**config.mk**
```make
export PLATFORM = sky130hd
export DESIGN_NAME = rsp_reorder_buffer
export DESIGN_NICKNAME = d
export VERILOG_FILES = /design/src/rtl/rsp_reorder_buffer.sv
export SDC_FILE = /design/constraint.sdc
export NUM_CORES = 1
export LEC_CHECK = 0
export CAP_MARGIN = 20
export CORE_ASPECT_RATIO = 0.5
export CORE_UTILIZATION = 50
export DETAILED_ROUTE_END_ITERATION = 8
export PLACE_DENSITY_LB_ADDON = 0.05
export RECOVER_POWER = 25
export REMOVE_ABC_BUFFERS = 1
export SETUP_SLACK_MARGIN = 0.3
export SLEW_MARGIN = 0
export SYNTH_ARGS = -nofsm -noshare
export SYNTH_HDL_FRONTEND = slang
export SYNTH_SLANG_ARGS = --single-unit
export TNS_END_PERCENT = 100
```
**constraint.sdc**
```tcl
create_clock -name clk -period 9.69 [get_ports clk]
set_clock_uncertainty 0.05 [all_clocks]
set_input_delay 1.938 -clock clk [delete_from_list [all_inputs] [get_ports clk]]
set_output_delay 1.938 -clock clk [all_outputs]
set_load 0.005 [all_outputs]
```
**src/rtl/rsp_reorder_buffer.sv**
```systemverilog
// Response reorder buffer: execution-unit responses may return in any order,
// and this buffer presents them to the consumer in the order the ids were issued.
// There are eight id slots (outstanding/done/data) and an eight-deep issue-order
// FIFO of ids. The FIFO head is the next id that may leave the buffer.
module rsp_reorder_buffer #(
    parameter int DATA_W = 64
) (
    input  logic              clk,
    input  logic              rst_b,
    input  logic              issue,
    input  logic [2:0]        issue_id,
    output logic              issue_ready,
    input  logic              rsp,
    input  logic [2:0]        rsp_id,
    input  logic [DATA_W-1:0] rsp_data,
    output logic              out_valid,
    input  logic              out_ready,
    output logic [2:0]        out_id,
    output logic [DATA_W-1:0] out_data,
    output logic              err
);

    localparam int NUM_IDS = 8;

    logic [NUM_IDS-1:0] outstanding, outstanding_nxt;
    logic [NUM_IDS-1:0] done, done_nxt;
    logic [DATA_W-1:0]  data_q  [NUM_IDS];
    logic [2:0]         order_q [NUM_IDS];
    logic [2:0]         rd_ptr, wr_ptr;
    logic [3:0]         count;
    logic               err_q;

    logic [2:0] head;
    logic       pop;
    logic       push;
    logic       issue_bad;
    logic       rsp_ok;
    logic       rsp_bad;

    assign head        = order_q[rd_ptr];
    assign out_valid   = (count != 4'd0) && done[head];
    assign pop         = out_valid && out_ready;
    assign issue_ready = (count < 4'd8) || pop;

    // An id may be reissued in the same cycle that it is popped from the head.
    assign push      = issue && issue_ready &&
                       (!outstanding[issue_id] || (pop && (issue_id == head)));
    assign issue_bad = issue && !push;

    assign rsp_ok  = rsp && outstanding[rsp_id] && !done[rsp_id];
    assign rsp_bad = rsp && !rsp_ok;

    assign out_id   = head;
    assign out_data = out_valid ? data_q[head] : '0;
    assign err      = err_q;

    // Next-state slot flags. These are applied in order: pop clear, rsp set,
    // then push. Because push is applied last, a reissue of the popped id
    // leaves it outstanding and not done.
    always_comb begin
        outstanding_nxt = outstanding;
        done_nxt        = done;
        if (pop) begin
            outstanding_nxt[head] = 1'b0;
            done_nxt[head]        = 1'b0;
        end
        if (rsp_ok) begin
            done_nxt[rsp_id] = 1'b1;
        end
        if (push) begin
            outstanding_nxt[issue_id] = 1'b1;
            done_nxt[issue_id]        = 1'b0;
        end
    end

    // Control state: slot flags, order FIFO, pointers, occupancy and sticky error.
    always_ff @(posedge clk or negedge rst_b) begin
        if (!rst_b) begin
            outstanding <= '0;
            done        <= '0;
            rd_ptr      <= '0;
            wr_ptr      <= '0;
            count       <= '0;
            err_q       <= 1'b0;
            for (int i = 0; i < NUM_IDS; i++) begin
                order_q[i] <= '0;
            end
        end else begin
            outstanding <= outstanding_nxt;
            done        <= done_nxt;
            if (push) begin
                order_q[wr_ptr] <= issue_id;
                wr_ptr          <= wr_ptr + 3'd1;
            end
            if (pop) begin
                rd_ptr <= rd_ptr + 3'd1;
            end
            case ({push, pop})
                2'b10:   count <= count + 4'd1;
                2'b01:   count <= count - 4'd1;
                default: count <= count;
            endcase
            if (issue_bad || rsp_bad) begin
                err_q <= 1'b1;
            end
        end
    end

    // Response data storage. It is not reset because a slot's data is only
    // visible after its done bit has been set.
    always_ff @(posedge clk) begin
        if (rsp_ok) begin
            data_q[rsp_id] <= rsp_data;
        end
    end

endmodule

```
# Word level (Yosys, flattened, before mapping)
# Memories as Yosys holds them, arrays and structs flattened.
# Cells that the tools add are included.
[classes] mux=29 n_lt_le_gt_ge=10 n_addsub=4 reduce_logical=22 n_eq_ne=3 n_mul=0 bitwise=9 div_mod_pow=0 shift=0
[op_table] operator="2-to-1 mux 64 bit" n=1
[op_table] operator="2-to-1 mux 8 bit" n=5
[op_table] operator="bitwise AND 8 bit" n=3
[op_table] operator="bitwise mux 24 bit" n=1
[op_table] operator="inverter 8 bit" n=2
[op_table] operator="bitwise OR 8 bit" n=2
[op_table] operator="logical AND 1 bit" n=13
[op_table] operator="binary-select mux 1 bit (select 3 bit)" n=4
[op_table] operator="less-than comparator 3 x 4 -> 1 bit (second input constant)" n=3
[op_table] operator="binary-select mux 3 bit (select 3 bit)" n=1
[op_table] operator="demux 1 bit (select 3 bit)" n=3
[op_table] operator="demux 3 bit (select 3 bit)" n=1
[op_table] operator="greater-or-equal comparator 3 x 1 -> 1 bit (second input constant)" n=3
[op_table] operator="2-to-1 mux 1 bit" n=9
[op_table] operator="2-to-1 mux 3 bit" n=3
[op_table] operator="greater-or-equal comparator 4 bit (second input constant)" n=2
[op_table] operator="inverter 3 -> 4 bit" n=2
[op_table] operator="one-hot mux 4 bit (2 select lines)" n=1
[op_table] operator="adder 3 x 1 -> 3 bit (second input constant)" n=2
[op_table] operator="adder 4 x 1 -> 4 bit (second input constant)" n=1
[op_table] operator="logical NOT 1 bit" n=4
[op_table] operator="less-than comparator 4 x 1 -> 1 bit (second input constant)" n=1
[op_table] operator="less-than comparator 4 bit (second input constant)" n=1
[op_table] operator="nonzero test 4 bit" n=1
[op_table] operator="other kinds (6)" n=8
[totals] in_bits=75 output_inout_bits=70 memories=1 reg_bits=51 word_cells=92 ramBits=512 rom_bits=0 latchBits=0
[mem_list] memory="data_q" words=8 word_bits=64 read_ports=1 rd_ports_with_merged_regs=0 write_ports=1 line_no="27" text="logic [DATA_W-1:0] data_q [NUM_IDS];"

# Logic depth before layout (Yosys ltp)
# Gate-level depths: netlist (run 1).
[depth] depth_word=15 depth_mapped=17

# Least setup slack after synthesis (run 1)
# No wires, ideal clock.
[synth_path] path_kind="input port to flip-flop" from="in rsp_id[1]" to="reg done[4]" arrival_ps=9951 setup_ps=103 path_stages=8 slack_ps=-414 path_cell_list="clkbuf_1 -> clkbuf_1 -> nand3_1 -> a21oi_1 -> o2111ai_1 -> nor4_1 -> o32ai_1 -> a21oi_1"
[synth_via] elab_chain_cells=8
[synth_lines] item="from (decl)" line_no="14" text="input logic [2:0] rsp_id,"
[synth_lines] item="less-than comparator 3 x 4 -> 1 bit (not written as such) or greater-or-equal comparator 3 x 1 -> 1 bit (tied branches)" line_no="68" text="done_nxt[rsp_id] = 1'b1;"
[synth_lines] item="logical AND 1 bit (not written as such)" line_no="68"
[synth_lines] item="2-to-1 mux 1 bit (not written as such)" line_no="68"
[synth_lines] item="demux 1 bit (select 3 bit)" line_no="68"
[synth_lines] item="bitwise OR 8 bit (no line)"
[synth_lines] item="2-to-1 mux 8 bit (*)" line_no="67" text="if (rsp_ok) begin"
[synth_lines] item="bitwise AND 8 bit (no line)"
[synth_lines] item="2-to-1 mux 8 bit (*)" line_no="70" text="if (push) begin"
[synth_lines] item="named net done_nxt[4]" line_no="26" text="logic [NUM_IDS-1:0] done, done_nxt;"
[synth_lines] item="to (signal assigned)" line_no="90" text="done <= done_nxt;"
[synth_lines] item="to (decl)" line_no="26"
# The timed path passes the listed nets; every way through them passes the cells marked *. The select of a mux whose other input is x is not followed.
# A chain may end at the register's enable or synchronous reset.

# Worst setup path after layout (run 1)
[layout_path] from="reg rd_ptr[0]" to="out out_data[45]"
[layout_via] elab_chain_cells=8
[layout_lines] item="from (decl)" line_no="29" text="logic [2:0] rd_ptr, wr_ptr;"
[layout_lines] item="from (signal assigned)" line_no="96" text="rd_ptr <= rd_ptr + 3'd1;"
[layout_lines] item="inverter 3 -> 4 bit (not written as such) (*)" line_no="40" text="assign head = order_q[rd_ptr];"
[layout_lines] item="binary-select mux 3 bit (select 3 bit) (*)" line_no="40"
[layout_lines] item="2-to-1 mux 3 bit (not written as such) (*) (2 in series)" line_no="40"
[layout_lines] item="binary-select mux 1 bit (select 3 bit)" line_no="41" text="assign out_valid = (count != 4'd0) && done[head];"
[layout_lines] item="2-to-1 mux 1 bit (not written as such)" line_no="41"
[layout_lines] item="logical AND 1 bit" line_no="41"
[layout_lines] item="2-to-1 mux 64 bit (*)" line_no="54" text="assign out_data = out_valid ? data_q[head] : '0;"
[layout_lines] item="to (decl)" line_no="19" text="output logic [DATA_W-1:0] out_data,"
# Every way passes the cells marked *; elsewhere a longest branch is shown, timed or not. The select of a mux whose other input is x is not followed.

==> results.yml, run 1 <==
finish:
  nNetsFinal: 1806
  design_area_um2: 26100
  diodes: 0
  area_growth_pct: 15.5
  drive_above_1_share_pct: 9.24
  n_fill_cell: 3402
clocking:
  htreeDepth: 2
  ctsResizeCount: 0
  clkLatencyLatePin_ns: 0.57
  clock_sinks: 563
  cts_buffer_depth: 3
  post_cts_buffers: 0
  ctsRootBufferMaster: "clkbuf_16"
  cts_tree: "yes"
  cts_buffers: 48
  cts_hold_buf: 0
  clk_pin_slew_worst_paths_ns: 0.06
sta:
  relSlewSlack_pct: -89.2
  max_freq_mhz: 130
  rsz0062_at_grt: "false"
  maxSlewViolCount: 52
  finalHoldViolCount: 0
  tightest_slew_ns: 2.84
  finalSetupViolations: 0
  period_needed_ns: 7.67
  post-route-period-util_pct: 79.2
placed_design:
  portBuffers: 144
  gp_congestion: 0.852
  place_area_um2: 24600
  dp_hpwl_mm: 29.4
worst_setup_path:
  critPathLaunchType: "register"
  worstSetupStartpoint: "rd_ptr[0]"
  critPathCaptureType: "output port"
  reg2reg_setup_slack_ns: 4.23
  crit_arrival_ns: 5.69
  crit_end: "out_data[45]"
  r2r-end: "count[2]"
  path_class: "reg -> out"
  path_max_fanout: 55
  reg2regPathDepth: 14
  crit_required_ns: 7.70
  r2r-start: "rd_ptr[0]"
worst_hold_path:
  hold_path_class: "reg -> reg"
  hold_path_depth: 1
route:
  routed_via_density: 6.01
  wl_per_cell_um: 23.6
  first_pass_iters: 7
  drc: 0
  drtIter0Drc: 1092
  ant_nets: 0
  via_count: 14100
  wirelength_mm: 55.5
logic_synthesis:
  post-synth-top-count-cell: "edfxtp_1"
  synthTopCellsByCount: "edfxtp_1, nand2_1, nand3_1, clkbuf_1, o211ai_1"
  synth_seq_cells: 563
  synth_warnings: 0
  syn_area_um2: 22600
  syn_avg_cell_area_um2: 14.0
  ys.flop_type: "edfxtp_1"
  ys_types: 59
  synth_edf_count: 512
  yosysSeqAreaShare_pct: 73.6
  synthTopCellsByArea: "edfxtp_1, nand2_1, dfrtp_1, nand3_1, o211ai_1"
  async_flop_share_pct: 9.06
  synth_top_area_share_pct: 67.9
  synth_top_area_cell: "edfxtp_1"
  synth_cells: 1622
die:
  dieArea_um2: 46200
  pin_count: 145
  dieWidth_um: 303
  std_cell_rows: 54
  fp.dieH_um: 152
  start_util_pct: 51.3
  coreArea_um2: 44100
run_status:
  failed_checks: "max-capacitance violations, max-slew violations"
  status: "finished, violations left"
run:
  cap_viol_max_count: 1
global_route:
  globalRouteOverflowTotal: 0
  grt_pass1_wl_mm: 85.2
  grt_max_degree: 140
  antenna_found_initial: 0
  grt_pass1_vias: 14400
  grt_util_all_layers_pct: 24.3
## state kept, by name, summed over array words and instances, names as in the netlist
register,cells
count,4
data_q,512
done,8
err,1
order_q,24
outstanding,8
rd_ptr,3
wr_ptr,3
## layout make-up
cell class	count	area [um^2]	area share [%]
Clock buffer	58	1260	4.82
Clock inverter	31	243	0.928
Tap cell	588	736	2.81
Timing Repair Buffer	170	1640	6.27
Inverter	14	57.6	0.220
Sequential cell	563	16700	63.7
Multi-Input combinational cell	929	5560	21.3
## how the worst min path moves through the flow
stage                               from  slack [ns]             end
after floorplan           outstanding[6]        0.42  outstanding[6]
after global placement               err        0.42             err
after detailed placement             err        0.44             err
after CTS                            err        0.46             err
after global routing         order_q[15]        0.49     order_q[15]
final                                err        0.45             err
## cells by family (layout without fill, tap and decap cells)
group,Yosys count,count (layout),synth area share (%)
muxes,54,54,3.17
xor gates and xnor gates,12,12,0.464
and+or+nand+nor,608,608,11.9
adders and majority gates,5,5,0.276
buffers and inverters,130,273,2.21
DFF,563,563,73.6
AOI/OAI and AO/OA,250,250,8.45
## critical path, cell delays in order (launching register included)
cell and delay [ns]:
dfrtp_1 0.73, mux2i_1 0.16, mux4_4 1.02, inv_2 0.49, nand2_1 0.10, a32oi_1 0.52
nand2_4 0.48, buf_4 0.42, a221oi_1 0.45, clkdlybuf4s50_1 0.60
## stage by stage
| step | setup WS (ns) | TNS [ns] | cells | utilization (%) | hold WS [ns] |
|---|---|---|---|---|---|
| 2_1_floorplan | -1.74 | -113.54 | 1506 | - | 0.417 |
| 3_3_place_gp | 2.75 | 0 | 2264 | 55.9 | 0.422 |
| 3_5_place_dp | 2.65 | 0 | 2264 | 55.9 | 0.441 |
| 4_1_cts | 2.04 | 0 | 2353 | 59.3 | 0.456 |
| 5_1_grt | 1.80 | 0 | 2353 | 59.3 | 0.485 |
| 6_report | 2.02 | 0 | 2353 | 59.3 | 0.448 |
## metal layers
metal	up-vias	global-route usage, %	part of all wire, %
met5	-	0	0
met4	0	5.05	1.7
met3	71	3.28	5.0
met2	410	41.7	50
met1	7261	33.2	43
li1	6389	-	-
## layout by cell type, fill, tap and decap left out, types with 5 or more instances in the layout
| cell type | netlist | routed |
|---|---|---|
| a221oi_1 | 41 | 41 |
| clkinv_1 | 0 | 18 |
| clkdlybuf4s50_1 | 0 | 110 |
| o22ai_1 | 41 | 41 |
| or3_1 | 6 | 6 |
| a31oi_1 | 28 | 28 |
| xor2_1 | 5 | 5 |
| and3_1 | 24 | 23 |
| xnor2_1 | 7 | 7 |
| o211ai_1 | 82 | 82 |
| clkbuf_1 | 103 | 10 |
| nor2_1 | 36 | 35 |
| clkbuf_16 | 0 | 49 |
| mux4_2 | 10 | 9 |
| a311oi_1 | 23 | 23 |
| buf_4 | 2 | 24 |
| a21oi_1 | 5 | 5 |
| clkinv_2 | 0 | 6 |
| mux2_2 | 34 | 34 |
| nand2_1 | 373 | 371 |
| ha_1 | 5 | 5 |
| mux2i_1 | 7 | 7 |
| inv_1 | 12 | 11 |
| dfrtp_1 | 51 | 51 |
| nand3_1 | 133 | 133 |
| edfxtp_1 | 512 | 512 |
| dlygate4sd3_1 | 0 | 33 |
Power of run 1 is left out: the tool's default activity adds up to more than one toggle a clock period on the data nets, which glitch-free logic cannot reach.
==> run 2: changes to the inputs <==
==> constraint.sdc (replaced) <==
create_clock -name clk -period 6.3 [get_ports clk]
set_clock_uncertainty 0.05 [all_clocks]
set_input_delay 1.26 -clock clk [delete_from_list [all_inputs] [get_ports clk]]
set_output_delay 1.26 -clock clk [all_outputs]
set_load 0.005 [all_outputs]
==> results.yml, run 2 (synthesis results as in run 1) <==
global_route:
  grt_util_all_layers_pct: 24.5
  top_usage_layer: "met2"
  grt_pass1_wl_mm: 85.8
  antenna_found_initial: 0
  globalRouteOverflowTotal: 0
  met1_usage_pct: 34.6
  grt_pass1_vias: 14000
  use_met3_pct: 3.59
  grt_max_degree: 139
  use_met2_pct: 40.8
run_status:
  status: "finished, violations left"
  failed_checks: "max-capacitance violations, max-slew violations"
clocking:
  clk_pin_slew_worst_paths_ns: 0.07
  clkLatencyLatePin_ns: 0.57
  cts_buffer_depth: 3
  cts_hold_buf: 0
  cts_tree: "yes"
  htreeDepth: 2
  clock_sinks: 563
  ctsRootBufferMaster: "clkbuf_16"
  cts_buffers: 48
sta:
  relSlewSlack_pct: -32.1
  period_needed_ns: 5.69
  finalSetupViolations: 0
  maxSlewViolCount: 37
  post-route-period-util_pct: 90.4
  rsz0062_at_grt: "false"
  tightest_slew_ns: 1.98
  max_freq_mhz: 176
  timing.setup.tns_ns: 0
  finalHoldViolCount: 0
worst_setup_path:
  crit_required_ns: 4.99
  crit_path_top_delay_cell: "dfrtp_1"
  path_class: "reg -> out"
  reg2reg_setup_slack_ns: 1.49
  r2r-start: "rd_ptr[1]"
  cp_cell_sequence: "mux4_2 -> mux2i_4 -> buf_4 -> buf_6 -> nand2_1 -> and3_1 -> a311oi_1 -> a31oi_1 -> nor2_1 -> clkdlybuf4s50_1"
  critPathCaptureType: "output port"
  crit_arrival_ns: 4.38
  critPathTopFamily: "buffers and inverters"
  critPathLaunchType: "register"
  r2r-end: "count[2]"
  reg2regPathDepth: 14
  path_buf_inv: 3
  path_max_fanout: 42
  slowest_delay_ns: 0.65
placed_design:
  gp_congestion: 0.811
  portBuffers: 144
  dp_hpwl_mm: 29.9
  dp.cells: 2275
route:
  drc: 0
  routed_via_density: 5.96
  ant_nets: 0
  first_pass_iters: 5
  wl_per_cell_um: 23.8
  drtIter0Drc: 1062
  via_count: 14100
  wirelength_mm: 56.3
die:
  dieWidth_um: 303
  pin_count: 145
  coreArea_um2: 44100
  std_cell_rows: 54
  start_util_pct: 51.3
  dieArea_um2: 46200
  fp.dieH_um: 152
worst_hold_path:
  hold_path_depth: 1
  hold_path_class: "reg -> reg"
  hold_end: "err"
  min_from: "err"
run:
  cap_viol_max_count: 1
finish:
  regMostFlops: "data_q"
  largest_reg_flops: 512
  instances_no_fill: 2362
  drive_above_1_share_pct: 10.0
  layout_common_cells: "edfxtp_1, nand2_1, nand3_1"
  area_growth_pct: 16.5
  biggestRegsByFlops: "data_q x512, order_q x24"
  layout_commonest_cell: "edfxtp_1"
  nNetsFinal: 1817
run 2: worst reg2reg max path, delay by kind of cell (launching register included):
kind / cells / cell delay, ns
muxes: 2 / 0.87
buffers and inverters: 1 / 0.61
DFF: 1 / 0.65
and+or+nand+nor: 2 / 0.42
AOI/OAI and AO/OA: 3 / 0.91
xor gates and xnor gates: 4 / 0.69
adders and majority gates: 2 / 0.51
run 2: metrics by stage:
stage | cell area (um^2) | utilization, % | setup WS, ns | hold slack [ns]
floorplan | 22200 | - | -4.45 | 0.417
global placement | 24800 | 56.3 | 1.03 | 0.429
detailed placement | 24900 | 56.4 | 0.945 | 0.447
CTS | 26400 | 59.8 | 0.418 | 0.470
global route | 26400 | 59.7 | 0.340 | 0.480
finish | 26400 | 59.8 | 0.606 | 0.464
run 2: how the worst max path moves through the flow:
| stage | depth (start not counted) | startpoint | endpoint | slack [ns] |
|---|---|---|---|---|
| final | 10 | rd_ptr[1] | out_data[47] | 0.61 |
| after floorplan | 7 | rd_ptr[1] | out_valid | -4.45 |
| after CTS | 10 | rd_ptr[1] | out_data[47] | 0.42 |
| after global routing | 10 | rd_ptr[1] | out_data[47] | 0.34 |
| after detailed placement | 13 | issue_id[0] | count[2] | 0.95 |
| after global placement | 8 | rsp_id[2] | data_q[3][59] | 1.03 |
run 2: layout make-up:
class | instances | area [um^2]
multi-input cells | 929 | 5560
flip-flops and latches | 563 | 16700
well taps | 588 | 736
clock inverters | 16 | 144
fillers | 3376 | 17800
diodes | 1 | 2.50
clock buffers | 70 | 1350
inverters | 14 | 57.6
repair buffers | 181 | 1860
run 2: layer usage:
metal	wire length (um)	vias to the layer above
met5	0	-
li1	-	6414
met4	905	0
met1	25000	7235
met3	2630	73
met2	27800	348
run 2: timing repair:
| item | in CTS | in global routing |
|---|---|---|
| gates resized for setup | 0 | 4 |
| endpoints found under the setup margin | 0 | 22 |
| buffers inserted | 0 | 0 |
Power of run 2 is left out for the same reason.
